--- config.mk ---
export PLATFORM = sky130hd
export DESIGN_NAME = alu_shift_seq
export DESIGN_NICKNAME = d
export VERILOG_FILES = /design/src/rtl/alu_shift_pkg.sv /design/src/rtl/alu_shift_step.sv /design/src/rtl/alu_shift_seq.sv
export SDC_FILE = /design/constraint.sdc
export NUM_CORES = 1
export LEC_CHECK = 0
export CAP_MARGIN = 20
export CORE_UTILIZATION = 35
export DETAILED_ROUTE_END_ITERATION = 6
export DONT_BUFFER_PORTS = 1
export HOLD_SLACK_MARGIN = 0.1
export PLACE_DENSITY_LB_ADDON = 0.2
export SLEW_MARGIN = 20
export SYNTH_ARGS = -nofsm -noshare
export SYNTH_HDL_FRONTEND = slang
export SYNTH_HIERARCHICAL = 1
export SYNTH_SLANG_ARGS = --single-unit
--- constraint.sdc ---
create_clock -name clk -period 2.27 [get_ports clk]
set_clock_uncertainty 0.15 [all_clocks]
set_input_delay 0.454 -clock clk [delete_from_list [all_inputs] [get_ports clk]]
set_output_delay 0.454 -clock clk [all_outputs]
set_load 0.03 [all_outputs]
--- src/rtl/alu_shift_pkg.sv ---
// Shared constants for the iterative shifter: op codes, FSM states, default widths.
package alu_shift_pkg;

  localparam int DATA_LENGTH_DEF = 12;
  localparam int AMT_WIDTH_DEF   = 4;

  localparam logic [1:0] OP_SLL = 2'b00;
  localparam logic [1:0] OP_SRL = 2'b01;
  localparam logic [1:0] OP_SRA = 2'b10;
  localparam logic [1:0] OP_ROL = 2'b11;

  typedef enum logic [1:0] {
    ST_IDLE  = 2'b00,
    ST_SHIFT = 2'b01,
    ST_DONE  = 2'b10
  } state_t;

endpackage

--- src/rtl/alu_shift_step.sv ---
// Combinational single-position shift/rotate; bit_out is the bit leaving the word.
module alu_shift_step
  import alu_shift_pkg::*;
#(
  parameter int DATA_LENGTH = DATA_LENGTH_DEF
) (
  input  logic [DATA_LENGTH-1:0] w,
  input  logic [1:0]             op,
  output logic [DATA_LENGTH-1:0] w_next,
  output logic                   bit_out
);

  always_comb begin
    w_next  = w;
    bit_out = 1'b0;
    case (op)
      OP_SLL: begin
        w_next  = {w[DATA_LENGTH-2:0], 1'b0};
        bit_out = w[DATA_LENGTH-1];
      end
      OP_SRL: begin
        w_next  = {1'b0, w[DATA_LENGTH-1:1]};
        bit_out = w[0];
      end
      OP_SRA: begin
        w_next  = {w[DATA_LENGTH-1], w[DATA_LENGTH-1:1]};
        bit_out = w[0];
      end
      OP_ROL: begin
        w_next  = {w[DATA_LENGTH-2:0], w[DATA_LENGTH-1]};
        bit_out = w[DATA_LENGTH-1];
      end
      default: begin
        w_next  = w;
        bit_out = 1'b0;
      end
    endcase
  end

endmodule

--- src/rtl/alu_shift_seq.sv ---
// One-bit-per-cycle shifter/rotator feeding the ALU result register.
// Optional carry_out/zero flags are enabled by defining ALU_SHIFT_FLAGS_EN.
module alu_shift_seq
  import alu_shift_pkg::*;
#(
  parameter int DATA_LENGTH = DATA_LENGTH_DEF,
  parameter int AMT_WIDTH   = AMT_WIDTH_DEF
) (
  input  logic                   clk,
  input  logic                   reset,
  input  logic                   start,
  input  logic [1:0]             op,
  input  logic [AMT_WIDTH-1:0]   amt,
  input  logic [DATA_LENGTH-1:0] operand,
  output logic                   busy,
  output logic                   done,
  output logic                   shift_en,
`ifdef ALU_SHIFT_FLAGS_EN
  output logic                   carry_out,
  output logic                   zero,
`endif
  output logic [DATA_LENGTH-1:0] result
);

  state_t                 state_reg, state_next;
  logic [DATA_LENGTH-1:0] work_reg, work_next;
  logic [1:0]             op_reg, op_next;
  logic [AMT_WIDTH-1:0]   cnt_reg, cnt_next;
  logic [DATA_LENGTH-1:0] result_reg, result_next;
  logic                   carry_reg, carry_next;
  logic                   zero_reg, zero_next;

  logic [DATA_LENGTH-1:0] step_w;
  logic                   step_bit;

  alu_shift_step #(
    .DATA_LENGTH(DATA_LENGTH)
  ) u_step (
    .w      (work_reg),
    .op     (op_reg),
    .w_next (step_w),
    .bit_out(step_bit)
  );

  always_ff @(posedge clk or posedge reset) begin
    if (reset) begin
      state_reg  <= ST_IDLE;
      work_reg   <= '0;
      op_reg     <= OP_SLL;
      cnt_reg    <= '0;
      result_reg <= '0;
      carry_reg  <= 1'b0;
      zero_reg   <= 1'b0;
    end else begin
      state_reg  <= state_next;
      work_reg   <= work_next;
      op_reg     <= op_next;
      cnt_reg    <= cnt_next;
      result_reg <= result_next;
      carry_reg  <= carry_next;
      zero_reg   <= zero_next;
    end
  end

  // Result and flags load on the edge that enters DONE, so they are valid
  // during the done pulse and held until the next completion.
  always_comb begin
    state_next  = state_reg;
    work_next   = work_reg;
    op_next     = op_reg;
    cnt_next    = cnt_reg;
    result_next = result_reg;
    carry_next  = carry_reg;
    zero_next   = zero_reg;
    case (state_reg)
      ST_IDLE: begin
        if (start) begin
          work_next = operand;
          op_next   = op;
          cnt_next  = amt;
          if (amt != '0) begin
            state_next = ST_SHIFT;
          end else begin
            state_next  = ST_DONE;
            result_next = operand;
            carry_next  = 1'b0;
            zero_next   = (operand == '0);
          end
        end
      end
      ST_SHIFT: begin
        work_next = step_w;
        cnt_next  = cnt_reg - AMT_WIDTH'(1);
        if (cnt_reg == AMT_WIDTH'(1)) begin
          state_next  = ST_DONE;
          result_next = step_w;
          carry_next  = step_bit;
          zero_next   = (step_w == '0);
        end
      end
      ST_DONE: begin
        state_next = ST_IDLE;
      end
      default: begin
        state_next = ST_IDLE;
      end
    endcase
  end

  assign busy     = (state_reg != ST_IDLE);
  assign done     = (state_reg == ST_DONE);
  assign shift_en = done;
  assign result   = result_reg;

`ifdef ALU_SHIFT_FLAGS_EN
  assign carry_out = carry_reg;
  assign zero      = zero_reg;
`else
  logic unused_flags;
  assign unused_flags = carry_reg ^ zero_reg;
`endif

endmodule

==> metrics.txt <==
Routed Antenna Nets 0; Critical Path Source Type flop; Layout fillers 479; Die W 72.6 µm; clock network fraction of total power 0.174; cells after synthesis 149; Reg power frac 0.395; synth warn 6; number of top-level pins 36; Hold Vio Cnt, Final 0; crit-path leading delay family multiplexers; fmax 468 MHz; largest net degree at the start of global routing 28; CP most frequent cell mux2_2; Net Sw Frac 0.403; post-DR vias/cell 5.04; ant diodes 0; clk_lat worst skew 280 ps; final core utilization 0.412; clock period minus worst slack 2140 ps; slowest CP cell dfrtp_1; Clock H-tree levels 2; IO Port Bufs 0; element type at the critical path end flop; final worst-path cycle share 0.941; RSZ-0062 raised after global routing no; die area 5270 µm²; TritonCTS Sinks 32; worst-margin pin slew 408 ps; die height 72.6 µm; Leak 0.885 nW; WP data required 2280 ps; Initial Util 0.367; PD cells 1580 nW/µm²; Combinational Power Share 0.432; Net count, final 184; initial drt markers 37; Tot GR Track Use 0.141; max-slew violations 0; Setup TNS 0 ps; Clock Path Buffers 2; # DRC 0; Total Power 3.10 mW; post-synthesis instance area 1740 µm²; vias in the first global route 1,157; slowest cell delay on critical path 400 ps; sw power 1.25 mW; Data arrival, critical path 2150 ps; core area 4750 µm²; DRT Pass-1 Iters 4; final setup fails 0; slew margin rel. 0.728; first-pass GRT wire length 5.59 mm; CTS tree yes; layout cell share with drive strength beyond 1 0.259; clock transition at the registers of the reported paths 70 ps; row cnt 25; WL final 3.42 mm; Mapped Avg Cell Area 11.7 µm²; HPWL after detailed placement 2.51 mm; max-cap check violation count 0; Vias 1,133; CP bufs+invs 1; Crit Path Max Fanout 11; total gr overflow 0; Int Power 1.85 mW; syn_nets 176; worst path cell trace inv_1 > ha_1 > or2_1 > a32o_1 > mux2_2 > mux2_2; Critical Setup Path Class flop to flop; run status finished clean; clock root cell clkbuf_8; area grow syn2layout 12.3%; Max VDD drop 479 µV; GPL Wtd Cong 0.741; initial antenna violation count 0; CTS Buf Count 5; Min-Delay Path Class primary input to flop; wire length per cell 15.2 µm
[layout make-up]
| cell class | instances | area [µm²] | area share |
|---|---|---|---|
| Tap cell | 67 | 83.8 | 0.0428 |
| Inverter | 16 | 60.1 | 0.0307 |
| Multi-Input combinational cell | 92 | 813 | 0.415 |
| Clock buffer | 5 | 68.8 | 0.0351 |
| Sequential cell | 32 | 801 | 0.409 |
| Clock inverter | 3 | 42.5 | 0.0217 |
| Timing Repair Buffer | 10 | 90.1 | 0.0460 |
[power groups by stage]
stage	clock network, mW	logic (mW)	registers (mW)
after floorplan	0	1.14	1.17
after global placement	0	1.32	1.23
after detailed placement	0	1.35	1.24
after CTS	0.554	1.35	1.23
after global routing	0.577	1.50	1.26
final	0.540	1.34	1.23
[worst paths after layout]
path | start | to | slack (ps) | cells past startpoint
setup reg to reg | op_reg[0]$_DFFE_PP0P_ | result[11]$_DFFE_PP0P_ | 130 | 6
hold / removal | op[0] | op_reg[0]$_DFFE_PP0P_ | 170 | 1
min in group asynchronous | reset | cnt_reg[2]$_DFFE_PP0P_ | 400 | 2
setup / recovery | op_reg[0]$_DFFE_PP0P_ | result[11]$_DFFE_PP0P_ | 130 | 6
hold reg to reg | work_reg[0]$_DFFE_PP0P_ | work_reg[0]$_DFFE_PP0P_ | 340 | 2
max in group asynchronous | reset | result[11]$_DFFE_PP0P_ | 940 | 3
[worst register-to-register path, cell delays in order (launching register included)]
cell and delay (ps):
dfrtp_1 400, inv_1 80, ha_1 230, or2_1 370
a32o_1 270, mux2_2 260, mux2_2 260
[metal layers]
| layer | vias up | GRT usage | share of wire |
|---|---|---|---|
| met1 | 557 | 0.175 | 0.47 |
| met3 | 5 | 0.0608 | 0.068 |
| li1 | 544 | - | - |
| met4 | 0 | 0.0458 | 0.011 |
| met2 | 27 | 0.219 | 0.45 |
| met5 | - | 0 | 0 |
[per-stage QoR]
step                      hold slack (ps)  cells  area [µm²]  setup slack, ps
after floorplan                       301    149        1740              180
after global placement                132    216        1840              171
after detailed placement              133    216        1840              152
after CTS                             164    225        1960              141
after global routing                  160    225        1960             33.6
final                                 171    225        1960              134
[what timing repair did]
action,4_1_cts,5_1_grt
hold buffers,1,0
endpoints found under the hold margin,5,0
buffers inserted,0,0
gates resized for setup,0,0
[placed cells by master, fill, tap and decap left out, drive strengths merged, types with 6 or more instances in the layout]
cell / count
nand2: 7
mux2i: 12
mux2: 20
o21ai: 8
dfrtp: 32
inv: 16
buf: 9
a22o: 10
ha: 6
(Power assumes the default switching activity.)
